===== src/rtl/arm_pkg.sv =====
// ---------------------------------------------------------------------------
// arm_pkg
// Constants shared by the ARM execute-stage slice:
//   - data-processing opcodes OP_AND .. OP_MVN
//   - condition codes CC_EQ .. CC_AL plus CC_NV
//   - bit positions of N, Z, C and V inside the 4-bit {N,Z,C,V} register
// The helper is_compare_op() identifies TST/TEQ/CMP/CMN. These opcodes always
// set flags and never write the register file.
// ---------------------------------------------------------------------------
package arm_pkg;

    localparam logic [3:0] OP_AND = 4'h0;
    localparam logic [3:0] OP_EOR = 4'h1;
    localparam logic [3:0] OP_SUB = 4'h2;
    localparam logic [3:0] OP_RSB = 4'h3;
    localparam logic [3:0] OP_ADD = 4'h4;
    localparam logic [3:0] OP_ADC = 4'h5;
    localparam logic [3:0] OP_SBC = 4'h6;
    localparam logic [3:0] OP_RSC = 4'h7;
    localparam logic [3:0] OP_TST = 4'h8;
    localparam logic [3:0] OP_TEQ = 4'h9;
    localparam logic [3:0] OP_CMP = 4'hA;
    localparam logic [3:0] OP_CMN = 4'hB;
    localparam logic [3:0] OP_ORR = 4'hC;
    localparam logic [3:0] OP_MOV = 4'hD;
    localparam logic [3:0] OP_BIC = 4'hE;
    localparam logic [3:0] OP_MVN = 4'hF;

    localparam logic [3:0] CC_EQ = 4'h0;
    localparam logic [3:0] CC_NE = 4'h1;
    localparam logic [3:0] CC_CS = 4'h2;
    localparam logic [3:0] CC_CC = 4'h3;
    localparam logic [3:0] CC_MI = 4'h4;
    localparam logic [3:0] CC_PL = 4'h5;
    localparam logic [3:0] CC_VS = 4'h6;
    localparam logic [3:0] CC_VC = 4'h7;
    localparam logic [3:0] CC_HI = 4'h8;
    localparam logic [3:0] CC_LS = 4'h9;
    localparam logic [3:0] CC_GE = 4'hA;
    localparam logic [3:0] CC_LT = 4'hB;
    localparam logic [3:0] CC_GT = 4'hC;
    localparam logic [3:0] CC_LE = 4'hD;
    localparam logic [3:0] CC_AL = 4'hE;
    localparam logic [3:0] CC_NV = 4'hF;

    localparam int FLAG_N = 3;
    localparam int FLAG_Z = 2;
    localparam int FLAG_C = 1;
    localparam int FLAG_V = 0;

    // TST, TEQ, CMP and CMN occupy opcodes 8..B.
    function automatic logic is_compare_op(input logic [3:0] op);
        return (op[3:2] == 2'b10);
    endfunction

endpackage


===== src/rtl/cond_eval.sv =====
// ---------------------------------------------------------------------------
// cond_eval
// Combinational ARM condition-code check.
//   cond [3:0] in  : condition field of the instruction
//   nzcv [3:0] in  : current flag register {N,Z,C,V}
//   pass       out : 1 when the instruction should execute
// The code 1111 (NV) never passes.
// ---------------------------------------------------------------------------
module cond_eval
    import arm_pkg::*;
(
    input  logic [3:0] cond,
    input  logic [3:0] nzcv,
    output logic       pass
);

    logic n, z, c, v;

    assign n = nzcv[FLAG_N];
    assign z = nzcv[FLAG_Z];
    assign c = nzcv[FLAG_C];
    assign v = nzcv[FLAG_V];

    always_comb begin
        pass = 1'b0;
        case (cond)
            CC_EQ: pass = z;
            CC_NE: pass = !z;
            CC_CS: pass = c;
            CC_CC: pass = !c;
            CC_MI: pass = n;
            CC_PL: pass = !n;
            CC_VS: pass = v;
            CC_VC: pass = !v;
            CC_HI: pass = c && !z;
            CC_LS: pass = !c || z;
            CC_GE: pass = (n == v);
            CC_LT: pass = (n != v);
            CC_GT: pass = !z && (n == v);
            CC_LE: pass = z || (n != v);
            CC_AL: pass = 1'b1;
            default: pass = 1'b0;
        endcase
    end

endmodule


===== src/rtl/alu_exec_stage.sv =====
// ---------------------------------------------------------------------------
// alu_exec_stage
// ARM data-processing execute stage with a single pipeline register.
//   clk, rst_n         : clock and asynchronous active-low reset
//   in_valid           : inputs carry a real instruction
//   stall              : freeze every register (this takes priority over flush)
//   flush              : discard the instruction being captured
//   cond, opcode, s_bit: condition field, ALU opcode and set-flags bit
//   rn, n_shift        : operand a and the shifted operand b
//   rd_in              : destination register index
//   out_valid, result, rd_out, rf_we, cond_pass : registered writeback info
//   flags              : architectural {N,Z,C,V} register
// ---------------------------------------------------------------------------
module alu_exec_stage
    import arm_pkg::*;
(
    input  logic        clk,
    input  logic        rst_n,
    input  logic        in_valid,
    input  logic        stall,
    input  logic        flush,
    input  logic [3:0]  cond,
    input  logic [3:0]  opcode,
    input  logic        s_bit,
    input  logic [31:0] rn,
    input  logic [31:0] n_shift,
    input  logic [3:0]  rd_in,
    output logic        out_valid,
    output logic [31:0] result,
    output logic [3:0]  rd_out,
    output logic        rf_we,
    output logic        cond_pass,
    output logic [3:0]  flags
);

    logic        pass;
    logic        accept;
    logic        is_arith;
    logic [31:0] add_x, add_y, logic_res, alu_res;
    logic        add_cin;
    logic [32:0] sum33;
    logic [3:0]  new_flags;

    cond_eval u_cond_eval (
        .cond (cond),
        .nzcv (flags),
        .pass (pass)
    );

    assign accept = in_valid && !flush && !stall;

    // All arithmetic goes through a single 33-bit adder. Subtract-type ops
    // add the inverted subtrahend. The carry-out is then the ARM "not borrow".
    always_comb begin
        is_arith  = 1'b0;
        add_x     = rn;
        add_y     = n_shift;
        add_cin   = 1'b0;
        logic_res = 32'h0;
        case (opcode)
            OP_AND, OP_TST: logic_res = rn & n_shift;
            OP_EOR, OP_TEQ: logic_res = rn ^ n_shift;
            OP_ORR:         logic_res = rn | n_shift;
            OP_MOV:         logic_res = n_shift;
            OP_BIC:         logic_res = rn & ~n_shift;
            OP_MVN:         logic_res = ~n_shift;
            OP_SUB, OP_CMP: begin
                is_arith = 1'b1; add_x = rn;      add_y = ~n_shift; add_cin = 1'b1;
            end
            OP_RSB: begin
                is_arith = 1'b1; add_x = n_shift; add_y = ~rn;      add_cin = 1'b1;
            end
            OP_ADD, OP_CMN: begin
                is_arith = 1'b1; add_x = rn;      add_y = n_shift;  add_cin = 1'b0;
            end
            OP_ADC: begin
                is_arith = 1'b1; add_x = rn;      add_y = n_shift;  add_cin = flags[FLAG_C];
            end
            OP_SBC: begin
                is_arith = 1'b1; add_x = rn;      add_y = ~n_shift; add_cin = flags[FLAG_C];
            end
            OP_RSC: begin
                is_arith = 1'b1; add_x = n_shift; add_y = ~rn;      add_cin = flags[FLAG_C];
            end
            default: logic_res = 32'h0;
        endcase
    end

    assign sum33   = {1'b0, add_x} + {1'b0, add_y} + {32'h0, add_cin};
    assign alu_res = is_arith ? sum33[31:0] : logic_res;

    // The shifter supplies no carry-out, so logical ops keep C and V. Overflow
    // occurs when both adder inputs have the same sign and the sum's sign differs.
    always_comb begin
        new_flags         = flags;
        new_flags[FLAG_N] = alu_res[31];
        new_flags[FLAG_Z] = (alu_res == 32'h0);
        if (is_arith) begin
            new_flags[FLAG_C] = sum33[32];
            new_flags[FLAG_V] = (add_x[31] == add_y[31]) && (sum33[31] != add_x[31]);
        end
    end

    // Writeback register. On a stall every output holds its value. An idle
    // or flushed cycle clears only the valid and write-enable outputs.
    always_ff @(posedge clk or negedge rst_n) begin
        if (!rst_n) begin
            out_valid <= 1'b0;
            result    <= 32'h0;
            rd_out    <= 4'h0;
            rf_we     <= 1'b0;
            cond_pass <= 1'b0;
        end else if (accept) begin
            out_valid <= 1'b1;
            result    <= alu_res;
            rd_out    <= rd_in;
            rf_we     <= pass && !is_compare_op(opcode);
            cond_pass <= pass;
        end else if (!stall) begin
            out_valid <= 1'b0;
            rf_we     <= 1'b0;
        end
    end

    // NZCV register. Compare ops update it even when S is clear.
    always_ff @(posedge clk or negedge rst_n) begin
        if (!rst_n) begin
            flags <= 4'b0000;
        end else if (accept && pass && (s_bit || is_compare_op(opcode))) begin
            flags <= new_flags;
        end
    end

endmodule


===== config.mk =====
export PLATFORM = sky130hd
export DESIGN_NAME = alu_exec_stage
export DESIGN_NICKNAME = d
export VERILOG_FILES = /design/src/rtl/arm_pkg.sv /design/src/rtl/cond_eval.sv /design/src/rtl/alu_exec_stage.sv
export SDC_FILE = /design/constraint.sdc
export NUM_CORES = 1
export LEC_CHECK = 0
export ABC_AREA = 1
export CAP_MARGIN = 10
export CELL_PAD_IN_SITES_DETAIL_PLACEMENT = 0
export CELL_PAD_IN_SITES_GLOBAL_PLACEMENT = 1
export CORE_AREA = 2 2 140 142
export DETAILED_ROUTE_END_ITERATION = 16
export DIE_AREA = 0 0 142 144
export PLACE_DENSITY = 0.89
export REMOVE_ABC_BUFFERS = 1
export SETUP_SLACK_MARGIN = 0.15
export SLEW_MARGIN = 40
export SYNTH_ARGS = -nofsm -noshare
export SYNTH_HDL_FRONTEND = slang
export SYNTH_SLANG_ARGS = --single-unit

===== constraint.sdc =====
create_clock -name clk -period 8.35 [get_ports clk]
set_clock_uncertainty 0.1 [all_clocks]
set_input_delay 1.67 -clock clk [delete_from_list [all_inputs] [get_ports clk]]
set_output_delay 1.67 -clock clk [all_outputs]
set_load 0.02 [all_outputs]

After elaboration in Yosys (flattened, before gate mapping)
Cells that the tools add are included.

Logic and storage cells: 89. Bits of input ports: 82. Register bits: 43. Output and inout port bits: 43.

Reductions and logical operators: 29. Add/subtract/negate cells: 2. Equal/unequal tests: 35. Mux-type cells: 10. Bitwise operators: 6.

Operator list (count): case mux 32 bit (6 select lines) (1); bitwise AND 32 bit (2); 2-to-1 mux 32 bit (2); inverter 32 bit (2); case mux 32 bit (2 select lines) (1); equality test 4 bit, second input constant (15); adder 32 x 32 -> 33 bit (1); adder 33 x 1 -> 33 bit (1); equality test 4 x 3 -> 1 bit, second input constant (8); logical NOT 32 bit (1); bitwise OR 32 bit (1); bitwise XOR 32 bit (1); equality test 4 x 2 -> 1 bit, second input constant (4); case mux 1 bit (15 select lines) (1); OR reduction 3 bit (3); equality test 4 x 1 -> 1 bit, second input constant (2); logical AND 1 bit (8); logical NOT 4 bit (2); OR reduction 8 bit (1); logical NOT 1 bit (7); OR reduction 2 bit (3); 2-to-1 mux 1 bit (4); logical OR 1 bit (3); equality test 1 bit (2); other kinds (5) (6).

Depth between registers and ports, before layout
Gate-level depths: netlist of run 1.

Depth in word-level cells: 7. Depth in mapped cells: 27. Depth with buffers taken out: 26.

Hierarchy
From an unflattened synthesis of run 1, not the netlist that was laid out.

Cell total of the unflattened synthesis: 1344. Area total of the unflattened synthesis: 7534.7 sq um.

By module, submodules not included: alu_exec_stage (cells each 1289, area an instance 7305.8 sq um, times used 1); cond_eval (cells each 55, area an instance 229.0 sq um, times used 1).

Least setup slack after synthesis of run 1
OpenSTA, ideal clock, no wires.

Path kind: input to register. Start point: in opcode[1]. End point: reg flags[2]. Buffers on the path: 2. Setup slack: 3.739 ns. Stages: 23. Data arrival time: 4.445 ns. Cells stage by stage: nand2_1 > nor2_1 > inv_1 > clkbuf_1 > buf_1 > nand3_1 > o21ai_0 > fa_1 > inv_1 > fa_1 > nand3_1 > nand3_1 > nand2_1 > nand2_1 > o21ai_0 > nand2_1 > nor2_1 > nand2_1 > nor2_1 > nand3_1 > nor2_1 > nand2_1 > nand2_1.

Longest elaborated chain between the ends: 7. Elaborated cells on any way between the ends: 32.

Ends and longest elaborated chain: start, declared (line alu_exec_stage.sv:23) `input logic [3:0] opcode,`; equality test 4 x 3 -> 1 bit (tied with other cells) (line alu_exec_stage.sv:60) `case (opcode)`; OR reduction 3 bit (no source line) or OR reduction 2 bit (tied branches); case mux 32 bit (2 select lines) or 2-to-1 mux 32 bit (tied branches) (line alu_exec_stage.sv:60); adder 32 x 32 -> 33 bit (line alu_exec_stage.sv:89) `assign sum33 = {1'b0, add_x} + {1'b0, add_y} + {32'h0, add_cin};`; adder 33 x 1 -> 33 bit (line alu_exec_stage.sv:89); 2-to-1 mux 32 bit (*) (line alu_exec_stage.sv:90) `assign alu_res = is_arith ? sum33[31:0] : logic_res;`; logical NOT 32 bit (*) (line alu_exec_stage.sv:97) `new_flags[FLAG_Z] = (alu_res == 32'h0);`; end signal, assigned (line alu_exec_stage.sv:130) `flags <= new_flags;`; end, declared (line alu_exec_stage.sv:33) `output logic [3:0] flags`.

Every way passes the cells marked *; elsewhere a longest branch is shown, timed or not. A chain may end at the register's enable or synchronous reset.

Worst setup path after layout of run 1
Start point: in opcode[0]. End point: reg flags[2].

Same word-level chain as after synthesis.

==> results of run 1 <==
==> final cells by class <==
cell class	instances	area, um2	share of cell area (%)
Multi-Input combinational cell	1017	5400	59.8
Timing Repair Buffer	133	1300	14.4
Sequential cell	43	1080	11.9
Inverter	203	769	8.52
Tap cell	238	298	3.30
Clock buffer	6	129	1.43
Clock inverter	2	60.1	0.665
==> worst max-delay path by stage <==
stage                to  depth (start not counted)  slack (ns)  startpoint
2_1_floorplan  flags[2]                         22        1.06   opcode[1]
3_3_place_gp   flags[2]                         24        1.97   opcode[0]
3_5_place_dp   flags[2]                         24        2.12   opcode[0]
4_1_cts        flags[2]                         24        2.42   opcode[0]
5_1_grt        flags[2]                         24        1.93   opcode[0]
6_report       flags[2]                         22        2.41   opcode[0]
==> layer usage <==
layer  vias up  GRT usage [%]
met4         0           7.84
met5         -              0
li1       4463              -
met1      4001           35.0
met2       314           42.4
met3        37           3.34
==> state kept, by name, summed over array words and instances, names as in the netlist <==
name,flops
out_valid,1
result,32
cond_pass,1
rf_we,1
flags,4
rd_out,4
==> Yosys cell counts, types with 7 or more instances <==
cell / count
dfrtp_1: 43
nand4_1: 12
a31oi_1: 21
nor3_1: 16
and2_1: 7
ha_1: 63
o211ai_1: 14
o22ai_1: 37
xor2_1: 26
nand3_1: 64
a21oi_1: 43
o2111ai_1: 9
o21ai_0: 81
nor2_1: 105
a31o_2: 31
inv_1: 198
clkbuf_1: 25
buf_2: 12
nand2_1: 454
==> power by group <==
group / internal, mW / switching (mW) / total (mW) / leakage [nW]
clock network: 0.172 / 0.101 / 0.273 / 0.0911
logic: 0.311 / 0.478 / 0.788 / 4.04
registers: 0.258 / 0.0317 / 0.290 / 0.514
==> tightest hold or removal path: stages (launching register included) <==
cell	delay (ns)
dfrtp_1	0.34
nand2_1	0.05
nand2_1	0.06
==> stage by stage <==
step                      area, um2  power (mW)  utilization [%]
after floorplan                7220       0.771                -
after global placement         8830        1.07             46.3
after detailed placement       8840        1.07             46.3
after CTS                      9030        1.35             47.3
after global routing           9030        1.46             47.3
final                          9030        1.35             47.3
==> cells by family after synthesis <==
group	synth area share (%)
AO/OA/AOI/OAI	21.1
AND/OR/NAND/NOR	36.6
adder cells (fa/ha/maj)	11.1
buffers and inverters	13.5
XOR/XNOR	3.28
flip-flops	14.4
==> placed cells by master, fill, tap and decap left out, drive strengths merged, types with 2 or more instances in the layout <==
cell type	Yosys	final
o221ai	2	2
a21oi	43	43
a31oi	21	21
fa	2	2
nor2	107	107
nand4	13	13
dfrtp	43	43
nand3b	4	4
o21ai	83	83
xnor2	2	2
inv	203	203
o21bai	2	2
and2	7	7
bufinv	0	2
o2111ai	9	9
a31o	31	31
o211ai	14	14
a211oi	3	3
nand3	64	64
nor3	16	16
ha	63	63
o22ai	37	37
clkdlybuf4s50	0	123
nand2	458	458
clkbuf	25	6
buf	24	10
xor2	26	26
o31ai	3	3
==> run summary, run 1 <==
Startpoint Class: primary input
PwrDens: 150 nW/um2
Max FO, Critical Path: 65
slowest stage cell, crit path: clkdlybuf4s50_1
final period utilization: 71.1%
CTS Buffer Depth: 2
Yosys warnings: 0
CTS buffer count: 5
CTS Sinks: 43
Non-Filler Instances: 1642
Area growth syn-to-layout: 21.0%
Initial Util: 39.1%
Setup WS pre-CTS: 2.12 ns
worst-case reg-to-reg path depth: 19
fmax: 168 MHz
CP required: 8.49 ns
Pleak: 4.65 nW
Hold Vio Cnt, Final: 0
Setup CP Type: in -> reg
vias: 8815
drt total wl: 26500 um
cell mode on critical path: nand2_1
dominant cell type by area after synthesis: nand2_1
Reg-to-Reg End: flags[2]
number of synthesized register bits: 43
time the worst path needs with I/O delays and setup: 5.94 ns
pin count of the biggest net entering global routing: 66
top cells by area, synth: nand2_1 (23%), dfrtp_1 (14%), ha_1 (11%)
number of nets still failing antenna checks after routing: 0
root buf cell: clkbuf_16
setup violators final: 0
global-route wire length before repair: 41500 um
highest routed layer: met4
worst hold path endpoint: rd_out[1]
die area: 20400 um2
CP peak stage delay: 0.61 ns
hold_ws: 0.381 ns
num rows: 51
hpwl dp: 19600 um
final worst setup slack: 2.41 ns
top-area cell type share of the netlist area: 22.8%
Worst Hold Depth: 2
Max transition margin: 48.8%
# Post-CTS Setup Buffers: 0
beginning of the worst hold path: rd_out[1]
Mapped Avg Cell Area: 5.69 um2
vias in the first global route: 8036
critical path, cell by cell: clkdlybuf4s50_1 > nand2_1 > nor2_4 > buf_4 > inv_4 > a31oi_1 > fa_1 > inv_1 > fa_1 > nand3_1 > nand3_1 > nand2_1 > nand2_1 > o21ai_0 > nand2_1 > nor2_1 > nand2_1 > nor2_1 > nand3_1 > nor2_1 > nand2_1 > nand2_1
Port Buffers: 124
RSZ-0062 raised after global routing: false
Slew Limit Fails: 0
maximum vdd ir drop: 0.0756 mV
Core Area: 19100 um2
routed len/inst: 16.1 um
met3 WL: 1760 um
IO Count: 125
EDFF count, synth: 0
Layout Nets: 1550
post-CTS resize count: 0
Max H-tree Level: 2
Total GRT Usage: 25.7%
RR Startpoint: flags[1]
hold buffer count at cts: 0
Crit path arrival time: 6.08 ns
Die Span X: 142 um
Crit path max-delay family: buffers and inverters
ANT cells: 0
FFs w/ async S/R, synth: 100%
Die Span Y: 144 um
buffers and inverters on the worst path: 4
Hold WC Path Type: reg -> reg
Placed Cells: 1634
met2 wire len: 11800 um
max_cap viols: 0
Worst-Skew Late Latency: 0.30 ns
CP Capture Type: flip-flop
via/cell ratio: 5.37
ys flop type: dfrtp_1
share of layout cells above drive strength 1: 4.77%
GRT Residual Overflow: 0
fill count: 2034
Syn Std Cell Area: 7470 um2
clk slew on worst S/H paths: 0.07 ns
status: finished clean
drt initial violations: 699
R2R Setup Slk: 5.00 ns
antenna violations before repair: 0
CTS tree: yes
post-synthesis sequential area ratio: 14.4%
number of remaining DRC errors: 0
Pre-Repair DR Iteration Count: 5
Syn Inst Count: 1312
setup TNS: 0 ns
WL met1: 12300 um
Least-Margin Pin Slew: 0.768 ns
final RePlAce weighted congestion: 0.997
number of distinct library cells after synthesis: 46
Power figures use the tool's default switching activity.
==> run 2, diff against run 1 <==
--- a/config.mk
+++ b/config.mk
@@ -9,10 +9,10 @@
 export CAP_MARGIN = 10
 export CELL_PAD_IN_SITES_DETAIL_PLACEMENT = 0
 export CELL_PAD_IN_SITES_GLOBAL_PLACEMENT = 1
-export CORE_AREA = 2 2 140 142
+export CORE_AREA = 2 2 152 154
 export DETAILED_ROUTE_END_ITERATION = 16
-export DIE_AREA = 0 0 142 144
-export PLACE_DENSITY = 0.89
+export DIE_AREA = 0 0 154 156
+export PLACE_DENSITY = 0.8
 export REMOVE_ABC_BUFFERS = 1
 export SETUP_SLACK_MARGIN = 0.15
 export SLEW_MARGIN = 40
==> constraint.sdc (replaced) <==
create_clock -name clk -period 4.95 [get_ports clk]
set_clock_uncertainty 0.1 [all_clocks]
set_input_delay 0.99 -clock clk [delete_from_list [all_inputs] [get_ports clk]]
set_output_delay 0.99 -clock clk [all_outputs]
set_load 0.02 [all_outputs]
==> run summary, run 2 (same netlist as run 1, synthesis figures left out) <==
Layout Nets: 1573
Total GRT Usage: 23.1%
Worst Hold Depth: 2
sw power: 1.05 mW
final instance area: 9250 um2
total chip power: 2.22 mW
max_cap viols: 0
Setup CP Type: in -> reg
CTS Sinks: 43
hold_ws: 0.381 ns
cell mode on critical path: nand2_1
final RePlAce weighted congestion: 0.939
Pleak: 4.75 nW
clk slew on worst S/H paths: 0.08 ns
commonest non-fill, non-tap cell in the layout: nand2_1
number of remaining DRC errors: 0
ANT cells: 0
Pre-Repair DR Iteration Count: 7
CP Capture Type: flip-flop
CTS tree: yes
critical path launch point: opcode[1]
time the worst path needs with I/O delays and setup: 4.45 ns
Slew Limit Fails: 0
Switching Share: 47.2%
CTS buffer count: 5
root buf cell: clkbuf_16
Clk network pwr share: 16.6%
drt initial violations: 608
Non-Filler Instances: 1712
Area growth syn-to-layout: 23.8%
setup violators final: 0
Hold WC Path Type: reg -> reg
Internal: 1.17 mW
Least-Margin Pin Slew: 0.689 ns
die area: 24000 um2
Worst-Skew Late Latency: 0.31 ns
beginning of the worst hold path: rd_out[0]
vias: 8851
vias in the first global route: 8279
fmax: 225 MHz
largest registers: result (32), flags (4), rd_out (4)
sequential share of power: 22.0%
CP peak stage delay: 0.54 ns
Initial Util: 33.4%
PwrDens: 240 nW/um2
CP required: 5.11 ns
critical path, cell by cell: clkdlybuf4s50_1 > inv_1 > nor2_4 > inv_1 > nor2_1 > inv_2 > buf_6 > a31o_2 > ha_1 > nand2_1 > inv_1 > nand2_1 > inv_1 > a21oi_1 > nand2_1 > nand2_1 > nand3b_1 > nand3_1 > nand2_1 > nor2_1 > nand3_1 > nor2_1 > nand2_1 > nand2_1
Die Span X: 154 um
Top reg by flops: result
Cell Area, Placed: 9090 um2
Hold Vio Cnt, Final: 0
Logic pwr share: 61.4%
Max transition margin: 54.0%
slowest stage cell, crit path: clkdlybuf4s50_1
antenna violations before repair: 0
global-route wire length before repair: 44000 um
Max H-tree Level: 2
drt total wl: 27500 um
CTS Buffer Depth: 2
routed len/inst: 16.1 um
hpwl dp: 21100 um
IO Count: 125
final period utilization: 89.9%
number of nets still failing antenna checks after routing: 0
GRT Residual Overflow: 0
Largest register FFs: 32
status: finished clean
hold buffer count at cts: 0
maximum vdd ir drop: 0.118 mV
RR Startpoint: flags[1]
Crit path arrival time: 4.61 ns
via/cell ratio: 5.17
Port Buffers: 124
Startpoint Class: primary input
share of layout cells above drive strength 1: 6.59%
commonest cells after routing, fill and taps aside: nand2_1 (453), inv_1 (196), clkdlybuf4s50_1 (123)
RSZ-0062 raised after global routing: false
Die Span Y: 156 um
Layout Utilization: 41.3%
num rows: 55
Max FO, Critical Path: 28
pin count of the biggest net entering global routing: 45
Placed Cells: 1704
worst-case reg-to-reg path depth: 20
Core Area: 22400 um2
## run 2: cell count changes in the layout (fill, tap and decap cells not counted), sizes merged
cell      change
clkinv        +1
buf          +23
clkinvlp      +1
bufinv        -2
## run 2: repair_timing
action,CTS,global route
hold endpoints to repair,0,0
setup endpoints to repair,0,1
gates resized for setup,0,5
setup buffers,0,0
## run 2: path summary, 6_finish.rpt
kind	slack, ns	end
max reg2reg	1.57	flags[2]
min reg2reg	0.38	rd_out[0]
min in group asynchronous	0.68	result[15]
max in group asynchronous	3.63	result[30]
min	0.38	rd_out[0]
max	0.50	flags[2]
## run 2: final cells by class
| cell class | count | area, um2 |
|---|---|---|
| Inverter | 203 | 764 |
| Sequential cell | 43 | 1080 |
| Fill cell | 2480 | 13100 |
| Timing Repair Buffer | 156 | 1510 |
| Tap cell | 285 | 357 |
| Clock buffer | 6 | 129 |
| Multi-Input combinational cell | 1017 | 5400 |
| Clock inverter | 2 | 12.5 |
## run 2: power groups by stage
stage          Sequential (mW)  Clock [mW]  Combinational, mW
3_5_place_dp             0.494           0               1.35
6_report                 0.487       0.368               1.36
4_1_cts                  0.487       0.371               1.36
5_1_grt                  0.501       0.385               1.52
3_3_place_gp             0.492           0               1.35
2_1_floorplan            0.594           0              0.707
## run 2: critical path: cells and delay by family
family / cells / cell delay, ns
fa+ha+maj: 1 / 0.36
simple gates: 14 / 1.62
buf+inv: 7 / 1.14
compound gates: 2 / 0.48
## run 2: per-layer routing
layer	share of wire (%)	routed length (um)	global-route usage, %	vias to the layer above
li1	-	-	-	4516
met1	49	13600	32.4	4048
met2	43	11900	37.7	256
met3	5.5	1510	2.53	31
met4	1.9	535	6.19	0
met5	0	0	0	-
## run 2: stage by stage
| step | setup TNS, ns | setup slack [ns] |
|---|---|---|
| 3_5_place_dp | 0 | 0.0432 |
| 2_1_floorplan | -43.29 | -1.66 |
| 4_1_cts | 0 | 0.351 |
| 3_3_place_gp | 0 | 0.0736 |
| 6_report | 0 | 0.500 |
| 5_1_grt | 0 | 0.167 |
==> run 3, diff against run 2 <==
--- a/config.mk
+++ b/config.mk
@@ -12,7 +12,7 @@
 export CORE_AREA = 2 2 152 154
 export DETAILED_ROUTE_END_ITERATION = 16
 export DIE_AREA = 0 0 154 156
-export PLACE_DENSITY = 0.8
+export PLACE_DENSITY_LB_ADDON = 0.2
 export REMOVE_ABC_BUFFERS = 1
 export SETUP_SLACK_MARGIN = 0.15
 export SLEW_MARGIN = 40
==> run summary, run 3 (same netlist as run 1, synthesis figures left out) <==
status: finished clean
Port Buffers: 124
Die Span X: 154 um
setup violators final: 0
number of nets still failing antenna checks after routing: 0
number of remaining DRC errors: 0
largest registers: result (32), flags (4), rd_out (4)
CP Capture Type: flip-flop
drt total wl: 28100 um
hpwl dp: 21700 um
CTS Sinks: 43
via/cell ratio: 5.05
max_cap viols: 0
IO Count: 125
Max FO, Critical Path: 4
Hold WC Path Type: reg -> reg
Pleak: 4.89 nW
Largest register FFs: 32
Core Area: 22400 um2
Pre-Repair DR Iteration Count: 6
Initial Util: 33.4%
vias: 8749
Setup CP Type: in -> reg
Slew Limit Fails: 0
final period utilization: 91.0%
ANT cells: 0
Crit path arrival time: 4.65 ns
Least-Margin Pin Slew: 0.752 ns
antenna violations before repair: 0
Sequential Area: 1080 um2
global-route wire length before repair: 43900 um
Layout Utilization: 42.4%
commonest cells after routing, fill and taps aside: nand2_1 (454), inv_1 (197), clkdlybuf4s50_1 (122)
Hold Vio Cnt, Final: 0
Layout Nets: 1593
Max H-tree Level: 2
CTS Buffer Depth: 2
RSZ-0062 raised after global routing: false
Startpoint Class: primary input
Worst-Skew Late Latency: 0.30 ns
GRT Residual Overflow: 0
CTS tree: yes
pin count of the biggest net entering global routing: 46
footprint of the multi-input gates: 5390 um2
time the worst path needs with I/O delays and setup: 4.50 ns
CP required: 5.09 ns
vias in the first global route: 8040
share of layout cells above drive strength 1: 7.60%
Total GRT Usage: 23.2%
hold buffer count at cts: 0
Die Span Y: 156 um
routed len/inst: 16.2 um
final RePlAce weighted congestion: 0.980
total chip power: 2.34 mW
die area: 24000 um2
CTS buffer count: 5
maximum vdd ir drop: 0.123 mV
num rows: 55
clk slew on worst S/H paths: 0.07 ns
PwrDens: 247 nW/um2
Max transition margin: 49.8%
Area growth syn-to-layout: 27.0%
root buf cell: clkbuf_16
commonest non-fill, non-tap cell in the layout: nand2_1
Top reg by flops: result
drt initial violations: 633
fill count: 2422
fmax: 222 MHz
-- run 3: changes by cell type in the layout (fill, tap and decap cells not counted), sizes merged --
cell | before | now
buf | 33 | 53
clkinv | 1 | 0
dlymetal6s2s | 0 | 1
clkinvlp | 1 | 0
bufinv | 0 | 2
clkdlybuf4s50 | 123 | 122
-- run 3: what timing repair did --
action                                  CTS  global route
setup buffers                             0             0
endpoints found under the setup margin    0             1
resized for setup                         0             1
-- run 3: where the power goes --
part | internal, mW | switching [mW]
registers | 0.435 | 0.0511
clock network | 0.290 | 0.167
logic | 0.575 | 0.824
total | 1.30 | 1.04
-- run 3: routing by layer --
| layer | wire length, um | track usage, % | part of all wire (%) |
|---|---|---|---|
| met1 | 14300 | 33.6 | 51 |
| met4 | 474 | 5.21 | 1.7 |
| met2 | 12000 | 37.3 | 43 |
| met5 | 0 | 0 | 0 |
| met3 | 1290 | 2.22 | 4.6 |
-- run 3: worst paths after layout --
kind,start,slack [ns],depth (start not counted),to
worst max-delay path,opcode[1],0.45,23,flags[2]
worst max register to register,flags[1],1.45,19,flags[2]
max in group asynchronous,rst_n,3.62,2,result[31]
min in group asynchronous,rst_n,0.69,2,rd_out[1]
worst min register to register,result[10],0.38,2,result[10]
worst min-delay path,result[10],0.38,2,result[10]
-- run 3: cell type report --
class | count | share of cell area (%)
clock buffers | 6 | 1.36
clock inverters | 2 | 0.633
inverters | 203 | 8.06
multi-input cells | 1017 | 56.9
flip-flops and latches | 43 | 11.4
well taps | 285 | 3.76
repair buffers | 176 | 18.0
-- run 3: through the flow --
stage	setup TNS [ns]	setup slack [ns]	cells	area, um2	hold slack, ns
4_1_cts	0	0.407	1732	9480	0.386
5_1_grt	0	0.155	1732	9480	0.406
2_1_floorplan	-43.29	-1.66	1263	7220	0.483
3_5_place_dp	0	0.106	1724	9290	0.367
6_report	0	0.445	1732	9480	0.380
3_3_place_gp	0	0.122	1724	9290	0.362
-- run 3: worst max-delay path: stages --
cell and delay, ns:
clkdlybuf4s50_1 0.55, inv_1 0.12, nor2_4 0.10, inv_1 0.06
nor2_1 0.11, inv_2 0.09, a31oi_1 0.23, fa_1 0.20
inv_1 0.08, fa_1 0.48, nand3_1 0.13, nand3_1 0.15
nand2_1 0.10, nand2_1 0.13, o21ai_0 0.25, nand2_1 0.15
nor2_1 0.12, nand2_1 0.07, nor2_1 0.15, nand3_1 0.16
nor2_1 0.12, nand2_1 0.06, nand2_1 0.05
